## src/rtl/spi_regfile_pkg.sv

```systemverilog
// Shared types and helpers for the SPI slave register file with CRC-8 framing.
package spi_regfile_pkg;

    // Frame-level FSM states
    typedef enum logic [2:0] {
        StIdle,
        StCmd,
        StWdata,
        StWcrc,
        StRdata,
        StRcrc,
        StDone
    } state_e;

    // Bit position of the read/write flag inside the CMD byte
    localparam int unsigned CMD_RD = 7;

    // Total frame length in bits: CMD byte + data word + CRC byte
    function automatic int unsigned frame_len(input int unsigned data_w);
        return 16 + data_w;
    endfunction

endpackage

```

## src/rtl/crc8_serial.sv

```systemverilog
// Bit-serial CRC-8 (MSB first, no reflection, no final XOR).
module crc8_serial #(
    parameter logic [7:0] POLY = 8'h1D,
    parameter logic [7:0] INIT = 8'hFF
) (
    input  logic       clk,
    input  logic       rstn,
    input  logic       init,
    input  logic       en,
    input  logic       bit_in,
    output logic [7:0] crc
);

    logic [7:0] crc_q, crc_d;
    logic       fb;

    // Next CRC: reseed has priority over a shift-in
    always_comb begin
        crc_d = crc_q;
        fb    = crc_q[7] ^ bit_in;
        if (init) begin
            crc_d = INIT;
        end else if (en) begin
            crc_d = {crc_q[6:0], 1'b0} ^ (fb ? POLY : 8'h00);
        end
    end

    // CRC register
    always_ff @(posedge clk or negedge rstn) begin
        if (!rstn) begin
            crc_q <= INIT;
        end else begin
            crc_q <= crc_d;
        end
    end

    assign crc = crc_q;

endmodule

```

## src/rtl/spi_slave_regfile_crc.sv

```systemverilog
// SPI slave fronting a register file; CRC-8 checked on writes, appended on reads.
module spi_slave_regfile_crc
    import spi_regfile_pkg::*;
#(
    parameter int unsigned         DATA_W   = 24,
    parameter int unsigned         ADDR_W   = 5,
    parameter bit                  CPOL     = 1'b0,
    parameter bit                  CPHA     = 1'b0,
    parameter logic [7:0]          CRC_POLY = 8'h1D,
    parameter logic [7:0]          CRC_INIT = 8'hFF,
    parameter logic [DATA_W-1:0]   RST_VAL  = '0
) (
    input  logic              clk,
    input  logic              rstn,
    input  logic              sck,
    input  logic              csn,
    input  logic              si,
    output logic              so,
    input  logic [ADDR_W-1:0] loc_addr,
    output logic [DATA_W-1:0] loc_rd_data,
    output logic              wr_done,
    output logic              crc_err,
    output logic              frame_err,
    output logic [7:0]        err_cnt,
    output logic              busy
);

    localparam int unsigned Depth       = 2 ** ADDR_W;
    localparam logic [6:0]  FrameLen    = 7'(frame_len(DATA_W));
    localparam logic [6:0]  LastCmdBit  = 7'd7;
    localparam logic [6:0]  RdFlagBit   = 7'(7 - CMD_RD);
    localparam logic [6:0]  LastDataBit = 7'(8 + DATA_W - 1);
    localparam logic [6:0]  LastBit     = FrameLen - 7'd1;
    localparam bit          SampleRise  = (CPOL == CPHA);

    // Synchronisers: [1] is the synchronised level, [2] its previous value
    logic [2:0] sck_sync_q, sck_sync_d;
    logic [2:0] csn_sync_q, csn_sync_d;
    logic [1:0] si_sync_q, si_sync_d;

    state_e              state_q, state_d;
    logic [6:0]          bit_cnt_q, bit_cnt_d;
    logic                rd_q, rd_d;
    logic [ADDR_W-1:0]   addr_q, addr_d;
    logic [DATA_W-1:0]   rx_shift_q, rx_shift_d;
    logic [7:0]          rx_crc_q, rx_crc_d;
    logic [DATA_W-1:0]   tx_shift_q, tx_shift_d;
    logic                so_q, so_d;
    logic                wr_done_q, wr_done_d;
    logic                crc_err_q, crc_err_d;
    logic                frame_err_q, frame_err_d;
    logic [7:0]          err_cnt_q, err_cnt_d;
    logic                busy_q, busy_d;
    logic [DATA_W-1:0]   loc_rd_data_q, loc_rd_data_d;
    logic [DATA_W-1:0]   mem_q [Depth];
    logic [DATA_W-1:0]   mem_d [Depth];

    logic                si_s, sck_rise, sck_fall, sample_edge, shift_edge;
    logic                csn_fall, csn_rise, commit;
    logic                crc_init, crc_en, crc_bit;
    logic [7:0]          crc;
    logic [ADDR_W-1:0]   addr_next;

    // Edge detection on synchronised pins
    always_comb begin
        sck_sync_d  = {sck_sync_q[1:0], sck};
        csn_sync_d  = {csn_sync_q[1:0], csn};
        si_sync_d   = {si_sync_q[0], si};
        si_s        = si_sync_q[1];
        sck_rise    = sck_sync_q[1] & ~sck_sync_q[2];
        sck_fall    = ~sck_sync_q[1] & sck_sync_q[2];
        sample_edge = SampleRise ? sck_rise : sck_fall;
        shift_edge  = SampleRise ? sck_fall : sck_rise;
        csn_fall    = ~csn_sync_q[1] & csn_sync_q[2];
        csn_rise    = csn_sync_q[1] & ~csn_sync_q[2];
        busy_d      = ~csn_sync_q[1];
    end

    crc8_serial #(
        .POLY (CRC_POLY),
        .INIT (CRC_INIT)
    ) u_crc (
        .clk    (clk),
        .rstn   (rstn),
        .init   (crc_init),
        .en     (crc_en),
        .bit_in (crc_bit),
        .crc    (crc)
    );

    // Frame FSM, shift registers and commit decision
    always_comb begin
        state_d     = state_q;
        bit_cnt_d   = bit_cnt_q;
        rd_d        = rd_q;
        addr_d      = addr_q;
        rx_shift_d  = rx_shift_q;
        rx_crc_d    = rx_crc_q;
        tx_shift_d  = tx_shift_q;
        so_d        = so_q;
        wr_done_d   = 1'b0;
        crc_err_d   = 1'b0;
        frame_err_d = 1'b0;
        commit      = 1'b0;
        crc_init    = 1'b0;
        crc_en      = 1'b0;
        crc_bit     = si_s;
        // Address including the bit being sampled right now
        addr_next   = ADDR_W'({addr_q, si_s});

        if (state_q == StIdle) begin
            // A csn rise seen here belongs to a frame cut by reset; ignore it
            so_d = 1'b0;
            if (csn_fall) begin
                state_d   = StCmd;
                bit_cnt_d = '0;
                crc_init  = 1'b1;
            end
        end else if (csn_rise) begin
            state_d = StIdle;
            so_d    = 1'b0;
            if (bit_cnt_q != FrameLen) begin
                frame_err_d = 1'b1;
            end else if (!rd_q) begin
                if (rx_crc_q == crc) begin
                    commit    = 1'b1;
                    wr_done_d = 1'b1;
                end else begin
                    crc_err_d = 1'b1;
                end
            end
        end else begin
            if (sample_edge && bit_cnt_q != 7'h7F) begin
                bit_cnt_d = bit_cnt_q + 7'd1;
            end
            unique case (state_q)
                StCmd: begin
                    if (sample_edge) begin
                        crc_en = 1'b1;
                        addr_d = addr_next;
                        if (bit_cnt_q == RdFlagBit) begin
                            rd_d = si_s;
                        end
                        if (bit_cnt_q == LastCmdBit) begin
                            tx_shift_d = mem_q[addr_next];
                            state_d    = rd_q ? StRdata : StWdata;
                        end
                    end
                end
                StWdata: begin
                    if (sample_edge) begin
                        crc_en     = 1'b1;
                        rx_shift_d = {rx_shift_q[DATA_W-2:0], si_s};
                        if (bit_cnt_q == LastDataBit) begin
                            state_d = StWcrc;
                        end
                    end
                end
                StWcrc: begin
                    if (sample_edge) begin
                        rx_crc_d = {rx_crc_q[6:0], si_s};
                        if (bit_cnt_q == LastBit) begin
                            state_d = StDone;
                        end
                    end
                end
                StRdata: begin
                    if (shift_edge) begin
                        so_d       = tx_shift_q[DATA_W-1];
                        tx_shift_d = {tx_shift_q[DATA_W-2:0], 1'b0};
                        crc_en     = 1'b1;
                        crc_bit    = tx_shift_q[DATA_W-1];
                    end
                    if (sample_edge && bit_cnt_q == LastDataBit) begin
                        tx_shift_d      = '0;
                        tx_shift_d[7:0] = crc;
                        state_d         = StRcrc;
                    end
                end
                StRcrc: begin
                    if (shift_edge) begin
                        so_d       = tx_shift_q[7];
                        tx_shift_d = {tx_shift_q[DATA_W-2:0], 1'b0};
                    end
                    if (sample_edge && bit_cnt_q == LastBit) begin
                        state_d = StDone;
                    end
                end
                StDone: begin
                    if (shift_edge) begin
                        so_d = 1'b0;
                    end
                end
                default: begin
                    state_d = StIdle;
                end
            endcase
        end
    end

    // Error counter, memory write-back and local read port
    always_comb begin
        err_cnt_d = err_cnt_q;
        if ((crc_err_d || frame_err_d) && err_cnt_q != 8'hFF) begin
            err_cnt_d = err_cnt_q + 8'd1;
        end
        mem_d = mem_q;
        if (commit) begin
            mem_d[addr_q] = rx_shift_q;
        end
        loc_rd_data_d = mem_q[loc_addr];
    end

    // State registers
    always_ff @(posedge clk or negedge rstn) begin
        if (!rstn) begin
            sck_sync_q    <= {3{CPOL}};
            csn_sync_q    <= '0;
            si_sync_q     <= '0;
            state_q       <= StIdle;
            bit_cnt_q     <= '0;
            rd_q          <= 1'b0;
            addr_q        <= '0;
            rx_shift_q    <= '0;
            rx_crc_q      <= '0;
            tx_shift_q    <= '0;
            so_q          <= 1'b0;
            wr_done_q     <= 1'b0;
            crc_err_q     <= 1'b0;
            frame_err_q   <= 1'b0;
            err_cnt_q     <= '0;
            busy_q        <= 1'b0;
            loc_rd_data_q <= RST_VAL;
            mem_q         <= '{default: RST_VAL};
        end else begin
            sck_sync_q    <= sck_sync_d;
            csn_sync_q    <= csn_sync_d;
            si_sync_q     <= si_sync_d;
            state_q       <= state_d;
            bit_cnt_q     <= bit_cnt_d;
            rd_q          <= rd_d;
            addr_q        <= addr_d;
            rx_shift_q    <= rx_shift_d;
            rx_crc_q      <= rx_crc_d;
            tx_shift_q    <= tx_shift_d;
            so_q          <= so_d;
            wr_done_q     <= wr_done_d;
            crc_err_q     <= crc_err_d;
            frame_err_q   <= frame_err_d;
            err_cnt_q     <= err_cnt_d;
            busy_q        <= busy_d;
            loc_rd_data_q <= loc_rd_data_d;
            mem_q         <= mem_d;
        end
    end

    assign so          = so_q;
    assign loc_rd_data = loc_rd_data_q;
    assign wr_done     = wr_done_q;
    assign crc_err     = crc_err_q;
    assign frame_err   = frame_err_q;
    assign err_cnt     = err_cnt_q;
    assign busy        = busy_q;

endmodule

```

## config.mk

```make
export PLATFORM = sky130hd
export DESIGN_NAME = spi_slave_regfile_crc
export DESIGN_NICKNAME = d
export VERILOG_FILES = /design/src/rtl/spi_regfile_pkg.sv /design/src/rtl/crc8_serial.sv /design/src/rtl/spi_slave_regfile_crc.sv
export SDC_FILE = /design/constraint.sdc
export NUM_CORES = 2
export LEC_CHECK = 0
export BUFFER_PORTS_ARGS = -buffer_cell sky130_fd_sc_hd__buf_2
export CAP_MARGIN = 25
export CORE_ASPECT_RATIO = 0.75
export CORE_UTILIZATION = 64
export CTS_BUF_LIST = sky130_fd_sc_hd__clkbuf_8 sky130_fd_sc_hd__clkbuf_16
export CTS_CLUSTER_DIAMETER = 80
export DETAILED_ROUTE_END_ITERATION = 12
export PLACE_DENSITY = 0.79
export SLEW_MARGIN = 40
export SYNTH_ARGS = -nofsm -noshare
export SYNTH_HDL_FRONTEND = slang
export SYNTH_HIERARCHICAL = 1
export SYNTH_SLANG_ARGS = --single-unit
```

## constraint.sdc

```tcl
create_clock -name clk -period 3.63 [get_ports clk]
set_clock_uncertainty 0.1 [all_clocks]
set_input_delay 0.363 -clock clk [delete_from_list [all_inputs] [get_ports clk]]
set_output_delay 0.363 -clock clk [all_outputs]
set_load 0.05 [all_outputs]
```

# Yosys cells after proc, flatten, opt, wreduce, memory -nomap -nowiden
# Index checks and enable logic that the tools add are counted.
# classes
n_addsub	2
order_cmp	4
n_eq_ne	29
muxes	64
n_bitwise	15
n_reduce_logical	21
# op_table
cell	n
$bwmux 768	1
$bmux 24 s5	2
$mux 24	9
$demux 24 s5	1
$pmux 24 s3	1
$ne 4x4->1 const B	11
$mux 3	12
$mux 1	28
$mux 7	4
$ge 6x6->1 const B	3
$not 5->6	3
$pmux 3 s6	1
$mux 8	2
$reduce_and 4->1	4
$reduce_and 10->1	1
$reduce_and 5->1	2
$eq 3x3->1 const B	3
$add 8x1->8 const B	1
$eq 8x8->1	1
$ne 8x8->1 const B	1
$xor 8x8->8	1
$add 7x1->7 const B	1
$eq 7x3->1 const B	1
$eq 7x5->1 const B	1
other kinds (24)	40
# word_totals
register_bits	893
in_bits	10
output_inout_bits	37

# Longest topological paths before layout
# logic_depth
ltp_word	11
depth_mapped	11
ltp_nobuf	8

# Hierarchy
# The synthesis kept the hierarchy.
# by_module_without_submodules
mod	instances	cells_per_inst	area_each_um2	seq_area_each_um2
spi_slave_regfile_crc	1	3120	45900.3	22146.2
crc8_serial	1	31	430.4	210.2

# Worst setup path before layout
# No wires, ideal clock.
# synth_path
path_type	register to register
start	register bit_cnt_q[0]
end	register mem_q[10] (netlist bit)
arrival_time_ps	2770
slack_ps	636
stages_incl_launch_ff	11
n_path_buf	2
period_less_slack_ps	2994
path_cell_list	dfrtp_1 inv_1 ha_1 or3b_1 or4_1 nor3_2 buf_4 nand2_1 nor2_2 buf_4 mux2_2
# synth_between
elab_chain_len	4
# synth_lines
item	line	rtl
start, declared	spi_slave_regfile_crc.sv:42	logic [6:0] bit_cnt_q, bit_cnt_d;
start signal, assigned	spi_slave_regfile_crc.sv:240	bit_cnt_q <= bit_cnt_d;
$ne 7x6->1	spi_slave_regfile_crc.sv:122	if (bit_cnt_q != FrameLen) begin
$mux 1	spi_slave_regfile_crc.sv:122	
$mux 1	spi_slave_regfile_crc.sv:119	end else if (csn_rise) begin
$mux 1	spi_slave_regfile_crc.sv:111	if (state_q == StIdle) begin
net commit	spi_slave_regfile_crc.sv:59	logic csn_fall, csn_rise, commit;
end signal, assigned	spi_slave_regfile_crc.sv:253	mem_q <= mem_d;
end, declared	spi_slave_regfile_crc.sv:55	logic [DATA_W-1:0] mem_q [Depth];
# The timed path passes the listed nets, and every way through them passes these cells.
# A chain may end at the register's enable or synchronous reset.

# Final worst setup path
# layout_path
start	register bit_cnt_q[1]
end	register mem_q[397] (netlist bit)
# layout_between
elab_chain_len	4
# layout_lines
item	line
$ne 7x6->1	spi_slave_regfile_crc.sv:122
$mux 1	spi_slave_regfile_crc.sv:122
$mux 1	spi_slave_regfile_crc.sv:119
$mux 1	spi_slave_regfile_crc.sv:111
# Every way passes these cells.

==> flow_metrics.tcl <==
set metrics [dict create \
    grt_remaining_overflow 0 \
    yosys.cell_types.count 67 \
    post_cts_setup_repair_buffer_count 0 \
    unrepaired_setup_endpoints_after_global_routing "no" \
    arrival_ns 3.92 \
    grt_antenna_before_repair 3 \
    run_status "completed" \
    timing.final.setup_violations 0 \
    dpl_cell_area_um2 48500 \
    area_fraction_of_the_dominant_cell_type_after_synthesis 0.478 \
    coreArea_um2 71700 \
    stdcell_count 4178 \
    path_max_fanout 11 \
    detail_route.drc_violations 0 \
    finalWorstPathRequiredPeriod_ns 3.48 \
    max-cap-violations 0 \
    port-buffer-count 46 \
    synth_seq_area_share 0.483 \
    groute.usage.overall 0.379 \
    finalInstanceArea_um2 51500 \
    power.density_nw_per_um2 465 \
    postRouteWirelength_um 135000 \
    yosys_most_used_dff "dfrtp_1" \
    maxSlewViolCount 0 \
    fp-row-count 85 \
    worst_path_largest_cell_delay_ns 0.57 \
    p_leak_uw 0.0237 \
    drt_iter0_drc 3466 \
    final_core_utilization 0.718 \
    fin_nets 3161 \
    slew-limit-headroom 0.442 \
    cts_max_level 3 \
    drt_pass1_iterations 5 \
    netlist_instances 3151 \
    worstPathRequired_ns 4.07 \
    setup.worst_path.class "flop to flop" \
    synth.avg_cell_area_um2 14.7 \
    final.period_utilization 0.960 \
    yosysMostFrequentCell "dfrtp_1" \
    slowest_stage "or4_1" \
    initial_core_util 0.646 \
    synth.top_cells.by_count "dfrtp_1, mux2_2, mux4_2" \
    hpwl_um 86200 \
    fin_tns_setup_ns 0 \
    crit_path_cell_trace "inv_1 -> ha_1 -> or3b_1 -> or4_1 -> nor3_2 -> buf_4 -> nand2_2 -> nor3_4 -> buf_4 -> mux2_2" \
    die-height_um 235 \
    clk_root_buffer_cell "clkbuf_16" \
    via_count_of_the_first_global_routing_pass 31600 \
    worst_setup_path_start_kind "flop" \
    final_layout_size_suffix_gt1_frac 0.508 \
    clk-insertion-delay-late_ns 0.65 \
    flow.area_growth_from_synthesis_pct 11.1 \
    postLayoutSetupSlackWorst_ns 0.146 \
    synth_async_sr_flop_share 1.00 \
    total_clock_buffers_created_by_cts 88 \
    mappedNetlistArea_um2 46300 \
    max-clock-path-buffers 3 \
    worst_setup_ep_type "flop" \
    route.detailed.vias_per_inst 7.30 \
    num_io_pins 47 \
    synth.net_count 3164 \
    dpl.cell_count 4010 \
    gpl.final_weighted_congestion 0.906 \
    edff_count_synth 0 \
    routed-via-count 30500 \
    die-width_um 313 \
    cts_tree "done" \
    ir_drop_v 0.000431 \
    grt_pass1_wl_um 207000 \
    grt_start_max_net_pins 120 \
    timing_worst_slew_pin_value_ns 0.836 \
    wire_per_inst_um 32.4 \
    ys_seq_elements 893 \
    synth_top_area_cell "dfrtp_1" \
    yosys-top-cells-area "dfrtp_1, mux2_2, mux4_2" \
    filler_cell_count 4508 \
    worstHoldPathType "input pin to asynchronous set/reset pin" \
    ys.warnings.count 6 \
    fmaxAchievable_mhz 287 \
    numClockSinks 893 \
    floorplan.die_area_um2 73500 \
    post-place-ws_ns 0.0712 \
    timing_hold_violations_final 0 \
    cpMostUsedCell "buf_4" \
    detail_route_antenna_nets 0 \
    path_clk_slew_ns 0.07 \
]
## per-layer routing
layer  global-route usage  vias up  routed length [um]
met5                    0        -                  29
met3                0.137      374               17800
met2                0.530     1897               58300
li1                     -    12100                   -
met4                0.145        4                5680
met1                0.547    16100               53300
## layout by cell type (no fill, tap or decap), types with 44 or more instances in the layout
cell	Yosys	layout
dfrtp_1	885	858
a21oi_1	64	64
o22ai_1	44	44
mux4_2	348	348
buf_4	28	118
clkbuf_16	0	91
mux2_2	842	842
mux2i_1	103	103
nand2_1	73	70
buf_12	0	55
## sequential cells by signal, summed over array words and instances (netlist names), 2 cells and up
| signal | count |
|---|---|
| bit_cnt_q | 7 |
| csn_sync_q | 3 |
| sck_sync_q | 3 |
| rx_shift_q | 24 |
| si_sync_q | 2 |
| addr_q | 5 |
| u_crc/crc | 8 |
| state_q | 3 |
| mem_q | 768 |
| err_cnt | 8 |
| loc_rd_data | 24 |
| tx_shift_q | 24 |
| rx_crc_q | 8 |
## per-stage QoR
stage               hold slack, ns  total power, uW
floorplan                  -0.0326            13200
global placement             0.244            14700
detailed placement           0.242            14800
CTS                          0.196            23900
global route                 0.211            24700
finish                       0.194            24000
## cell type report
cell class | count | area (um2) | share of cell area
Sequential cell | 893 | 22400 | 0.435
Timing Repair Buffer | 222 | 2300 | 0.0447
Clock buffer | 106 | 2480 | 0.0482
Multi-Input combinational cell | 1938 | 22700 | 0.440
Clock inverter | 55 | 405 | 0.00787
Antenna cell | 2 | 5.00 | 0.0000972
Tap cell | 957 | 1200 | 0.0233
Inverter | 5 | 18.8 | 0.000364
## critical path, delay by kind of cell (launching register included)
kind / cells / cell delay [ns]
DFF: 1 / 0.39
muxes: 1 / 0.36
and+or+nand+nor: 5 / 1.77
adders and majority gates: 1 / 0.14
buffers and inverters: 3 / 0.61
## report_power, final
group          switching, uW  internal (uW)  total (uW)  leakage [uW]
Combinational           2510           1400        3910       0.00988
Sequential               650          10200       10900        0.0124
Clock                   4020           5160        9180       0.00150
## path summary, 6_finish.rpt
path	start	endpoint	slack [ns]	cells after the start
max	bit_cnt_q[1]	mem_q[397]	0.15	10
min	rstn	tx_shift_q[4]	0.19	2
max reg2reg	bit_cnt_q[1]	mem_q[397]	0.15	10
min reg2reg	csn_sync_q[0]	csn_sync_q[1]	0.25	0
max in group asynchronous	rstn	addr_q[0]	2.00	3
min in group clk	csn_sync_q[0]	csn_sync_q[1]	0.25	0
## what timing repair did
action,CTS,global route
resized for setup,0,2
endpoints found under the setup margin,0,35
hold buffers,4,0
hold endpoints to repair,43,0
## kinds of logic after synthesis
group                    synth area share
buffers and inverters              0.0309
AND/OR/NAND/NOR                    0.0346
flip-flops                          0.483
AO/OA/AOI/OAI                      0.0461
XOR/XNOR                          0.00513
adder cells (fa/ha/maj)          0.000810
multiplexers                        0.400
No activity file was read; power rests on OpenSTA's default activity.
